==> src/rtl/bus_mux_reg.sv <==
// Registered, fixed-priority CPU bus multiplexer: din > ALU > register file.
// Tracks bus ownership, sticky drive contention / illegal select, and transfer count.
module bus_mux_reg #(
    parameter int unsigned DATA_W    = 16,
    parameter int unsigned NUM_REGS  = 8,
    parameter int unsigned SEL_W     = 3,
    parameter int unsigned SRC_W     = 4,
    parameter int unsigned CNT_W     = 8,
    parameter bit          HOLD_LAST = 1'b1
) (
    input  logic                         clk,
    input  logic                         resetn,
    input  logic [DATA_W-1:0]            din,
    input  logic                         din_en,
    input  logic [DATA_W-1:0]            alu_out,
    input  logic                         gout,
    input  logic [NUM_REGS*DATA_W-1:0]   reg_bus,
    input  logic [SEL_W-1:0]             r_out,
    input  logic                         reg_oe,
    input  logic                         stall,
    input  logic                         clr_err,
    output logic [DATA_W-1:0]            bus_out,
    output logic                         bus_valid,
    output logic [SRC_W-1:0]             bus_src,
    output logic                         conflict_err,
    output logic [CNT_W-1:0]             xfer_cnt
);

    typedef enum logic {
        S_IDLE  = 1'b0,
        S_DRIVE = 1'b1
    } state_t;

    state_t             r_state, w_state_nxt;
    logic [DATA_W-1:0]  r_bus,   w_bus_nxt;
    logic [SRC_W-1:0]   r_src,   w_src_nxt;
    logic [CNT_W-1:0]   r_cnt,   w_cnt_nxt;
    logic               r_err,   w_err_nxt;

    logic [DATA_W-1:0]  w_sel_data;
    logic               w_sel_found;
    logic               w_multi;
    logic               w_illegal;
    logic               w_err_set;
    logic               w_win;
    logic [DATA_W-1:0]  w_win_data;
    logic [SRC_W-1:0]   w_win_tag;

    // A select that matches no implemented register leaves w_sel_found low.
    always_comb begin
        w_sel_data  = '0;
        w_sel_found = 1'b0;
        for (int unsigned i = 0; i < NUM_REGS; i++) begin
            if (r_out == SEL_W'(i)) begin
                w_sel_data  = reg_bus[i*DATA_W +: DATA_W];
                w_sel_found = 1'b1;
            end
        end
    end

    assign w_multi   = (din_en & gout) | (din_en & reg_oe) | (gout & reg_oe);
    assign w_illegal = reg_oe & ~din_en & ~gout & ~w_sel_found;
    assign w_err_set = ~stall & (w_multi | w_illegal);

    always_comb begin
        w_win      = 1'b1;
        w_win_data = w_sel_data;
        w_win_tag  = '0;
        if (din_en) begin
            w_win_data = din;
            w_win_tag  = SRC_W'(NUM_REGS + 1);
        end else if (gout) begin
            w_win_data = alu_out;
            w_win_tag  = SRC_W'(NUM_REGS);
        end else if (reg_oe && w_sel_found) begin
            w_win_tag  = SRC_W'(r_out);
        end else begin
            w_win      = 1'b0;
        end
    end

    always_comb begin
        w_state_nxt = r_state;
        w_bus_nxt   = r_bus;
        w_src_nxt   = r_src;
        w_cnt_nxt   = r_cnt;
        if (!stall) begin
            if (w_win) begin
                w_state_nxt = S_DRIVE;
                w_bus_nxt   = w_win_data;
                w_src_nxt   = w_win_tag;
                w_cnt_nxt   = r_cnt + CNT_W'(1);
            end else begin
                w_state_nxt = S_IDLE;
                if (!HOLD_LAST) w_bus_nxt = '0;
            end
        end
        // A new error outranks a simultaneous clear; clear works during stall.
        if (w_err_set)    w_err_nxt = 1'b1;
        else if (clr_err) w_err_nxt = 1'b0;
        else              w_err_nxt = r_err;
    end

    always_ff @(posedge clk or negedge resetn) begin
        if (!resetn) begin
            r_state <= S_IDLE;
            r_bus   <= '0;
            r_src   <= '0;
            r_cnt   <= '0;
            r_err   <= 1'b0;
        end else begin
            r_state <= w_state_nxt;
            r_bus   <= w_bus_nxt;
            r_src   <= w_src_nxt;
            r_cnt   <= w_cnt_nxt;
            r_err   <= w_err_nxt;
        end
    end

    assign bus_out      = r_bus;
    assign bus_valid    = (r_state == S_DRIVE);
    assign bus_src      = r_src;
    assign conflict_err = r_err;
    assign xfer_cnt     = r_cnt;

endmodule

==> config.mk <==
export PLATFORM = sky130hd
export DESIGN_NAME = bus_mux_reg
export DESIGN_NICKNAME = d
export VERILOG_FILES = /design/src/rtl/bus_mux_reg.sv
export SDC_FILE = /design/constraint.sdc
export NUM_CORES = 1
export LEC_CHECK = 0
export ABC_CLOCK_PERIOD_IN_PS = 1500
export BUFFER_PORTS_ARGS = -buffer_cell sky130_fd_sc_hd__buf_2
export CORE_MARGIN = 4
export CORE_UTILIZATION = 41
export DETAILED_ROUTE_END_ITERATION = 8
export PLACE_DENSITY_LB_ADDON = 0.12
export REMOVE_ABC_BUFFERS = 1
export SKIP_LAST_GASP = 1
export SYNTH_ARGS = -nofsm -noshare
export SYNTH_HDL_FRONTEND = slang
export SYNTH_SLANG_ARGS = --single-unit
==> constraint.sdc <==
create_clock -name clk -period 1.5 [get_ports clk]
set_input_delay 0.075 -clock clk [delete_from_list [all_inputs] [get_ports clk]]
set_output_delay 0.075 -clock clk [all_outputs]
set_load 0.03 [all_outputs]
==> run summary <==
outcome - completed
area of the core - 6310 um^2
Area Overhead vs Synth - 44.6%
Hold Crit Start - alu_out[9]
Sw Ratio - 38.8%
Placed Cells incl. Taps - 540
DRC - 0
worst vdd ir - 0.000476 V
worst hold stages - 3
Mapped Cells - 274
Setup crit end kind - flop
H-tree depth - 2
R2R cell count - 4
post-layout util - 61.0%
TritonRoute pass-1 iters - 4
number of port buffers - 199
CP Cell Sequence - nand3_1 > nor3_1 > nand3_1 > xnor2_1
clock tree from TritonCTS - yes
die area - 7850 um^2
Max Slew Vio Count - 0
part of the Yosys area used for sequential elements - 28.2%
Worst Hold Path EP - bus_out[9]
Chip Height - 88.6 um
post-CTS setup repair buffer count - 0
number of synthesized flops with an enable pin - 0
Post-Route WL - 9210 um
Post-layout nets - 643
flops & latches, synth - 30
RSZ-0062 raised after global routing - false
ANT nets after route - 0
Crit Path Class - flop to flop
worst-margin pin slew - 0.694 ns
reg-to-reg slack, setup - 0.29 ns
Slowest-stage cell, CP - dfrtp_1
fin crit period - 1.21 ns
final hold violation count - 0
FILL cells - 576
wire length of the first global-routing pass - 13600 um
Overflow after GRT - 0
initial detailed-routing violation count - 114
Setup TNS Final - 0 ns
wire per inst - 16.8 um
clock share of power - 21.5%
Crit Reg-Reg Endpoint - xfer_cnt[5]
Clock Latency Late Sink - 0.28 ns
Max-cap violations - 0
Comb power frac - 43.9%
starting density of the core - 42.2%
largest net degree at the start of global routing - 37
synthesized area - 2660 um^2
sequential share of power - 34.6%
Hold Path Class - input pin to flop
share of post-route cells with drive strength above 1 - 51.6%
clk sink count - 30
WP data arrival - 1.39 ns
Top Ports - 200
Post-DP HPWL - 7480 um
Inserted Clock Buffers - 5
vias in the first global route - 2871
Yosys warning total - 0
CTS max path bufs - 2
CTS Hold Bufs - 2
Cell variety after synth - 42
Startpoint Class - flop
Clock Skew - 0.00298 ns
CP most frequent cell - nand3_1
Final Cycle Share - 80.9%
Slew headroom - 53.8%
Reg-to-Reg Start - xfer_cnt[2]
CTS root buf - clkbuf_8
pwr dens - 823 nW/um^2
DIE WIDTH - 88.6 um
Main synth FF type - dfrtp_1
Antenna diodes - 0
post_cts resized - 0
f_max - 824 MHz
ys async rst share - 100%
Final setup viols - 0
P_leak - 1.90 nW
CP Max Fanout - 5
Power Internal - 0.00194 W
drt via density - 5.55
GRT Total Usage - 22.3%
initial antenna violation count - 0
Avg Inst Size Synth - 9.72 um^2
sw power - 0.00123 W
Non-Filler Instances - 550
Clock transition at path regs - 0.07 ns
Final GP Congestion - 0.894
routed via count - 3050
Worst path max stage delay - 0.42 ns
critical path required time - 1.67 ns
FP Rows - 29
power groups by stage:
stage                     logic [W]  registers [W]  clock network (W)
after global placement      0.00138        0.00111                  0
after detailed placement    0.00140        0.00111                  0
after floorplan            0.000455        0.00142                  0
after global routing        0.00150        0.00112           0.000743
after CTS                   0.00141        0.00110           0.000693
final                       0.00139        0.00110           0.000681
cells in the mapped netlist, drive strengths merged (6+ instances only):
cell type	instances	area [um^2]
a21oi	15	82.6
a221oi	16	153
buf	22	154
dfrtp	30	751
mux2i	28	280
mux4	16	360
nand2	23	86.3
nand2b	7	43.8
nand3	6	30.0
nand3b	9	67.6
nor2	21	78.8
o21ai	9	45.0
o22ai	13	81.3
xnor2	6	52.6
registers in the layout, summed over array words and instances (netlist names):
| name | count |
|---|---|
| bus_valid | 1 |
| bus_out | 16 |
| conflict_err | 1 |
| xfer_cnt | 8 |
| bus_src | 4 |
layer usage:
metal  track usage, %  vias up  part of all wire (%)
met3             5.31       17                    10
met5                0        -                     0
met4             7.55        0                   2.2
li1                 -     1455                     -
met2             38.0      165                    49
met1             27.8     1413                    38
logic make-up after synthesis:
logic type | after synthesis | synth area share, %
multiplexers | 44 | 24.1
AND/OR/NAND/NOR | 84 | 16.2
adder cells (fa/ha/maj) | 1 | 0.470
XOR/XNOR | 7 | 2.30
flip-flops | 30 | 28.2
AO/OA/AOI/OAI | 80 | 22.0
buffers and inverters | 28 | 6.77
cell usage in the layout (no fill, tap or decap), drive strengths merged, types with 3 or more instances in the layout:
cell type,Yosys,final
o2111ai,3,3
inv,3,3
nor2,21,21
buf,22,214
nand2,23,23
clkbuf,3,7
o22ai,13,13
nand3,6,6
nand2b,7,7
mux2i,28,28
dfrtp,30,30
xnor2,6,6
nor3,4,4
nand3b,9,9
o211ai,4,4
o21a,5,5
mux4,16,16
a21oi,15,15
a22oi,4,4
o32a,4,4
or2b,3,3
a221oi,16,16
o21ai,9,9
o221ai,4,4
nor2b,4,4
per-stage QoR:
step | hold WS [ns] | total power, W | setup slack [ns] | area, um^2
floorplan | -0.221 | 0.00187 | 0.169 | 2490
global placement | 0.166 | 0.00249 | 0.204 | 3740
detailed placement | 0.170 | 0.00251 | 0.170 | 3740
CTS | 0.0652 | 0.00320 | 0.266 | 3850
global route | 0.0971 | 0.00337 | 0.107 | 3850
finish | 0.0770 | 0.00317 | 0.286 | 3850
worst max-delay path by stage:
stage	startpoint	end	slack (ns)	depth (start not counted)
finish	xfer_cnt[2]	xfer_cnt[5]	0.29	4
global route	xfer_cnt[2]	xfer_cnt[5]	0.11	4
global placement	r_out[1]	bus_out[7]	0.20	6
CTS	xfer_cnt[2]	xfer_cnt[7]	0.27	4
floorplan	xfer_cnt[2]	xfer_cnt[5]	0.17	4
detailed placement	r_out[1]	bus_out[7]	0.17	6
worst max-delay path: cells and delay by family, from the launching register on:
family | cells | cell delay (ns)
flip-flops | 1 | 0.42
XOR/XNOR | 1 | 0.14
AND/OR/NAND/NOR | 3 | 0.54
area by class of cell:
cell class / instances / area (um^2) / area share (%)
Clock inverter: 1 / 5.00 / 0.130
Clock buffer: 7 / 86.3 / 2.24
Timing Repair Buffer: 216 / 1170 / 30.3
Sequential cell: 30 / 751 / 19.5
Multi-Input combinational cell: 216 / 1730 / 45.0
Inverter: 3 / 11.3 / 0.292
Tap cell: 77 / 96.3 / 2.50
Note: power is estimated with default switching activity, not from simulation.
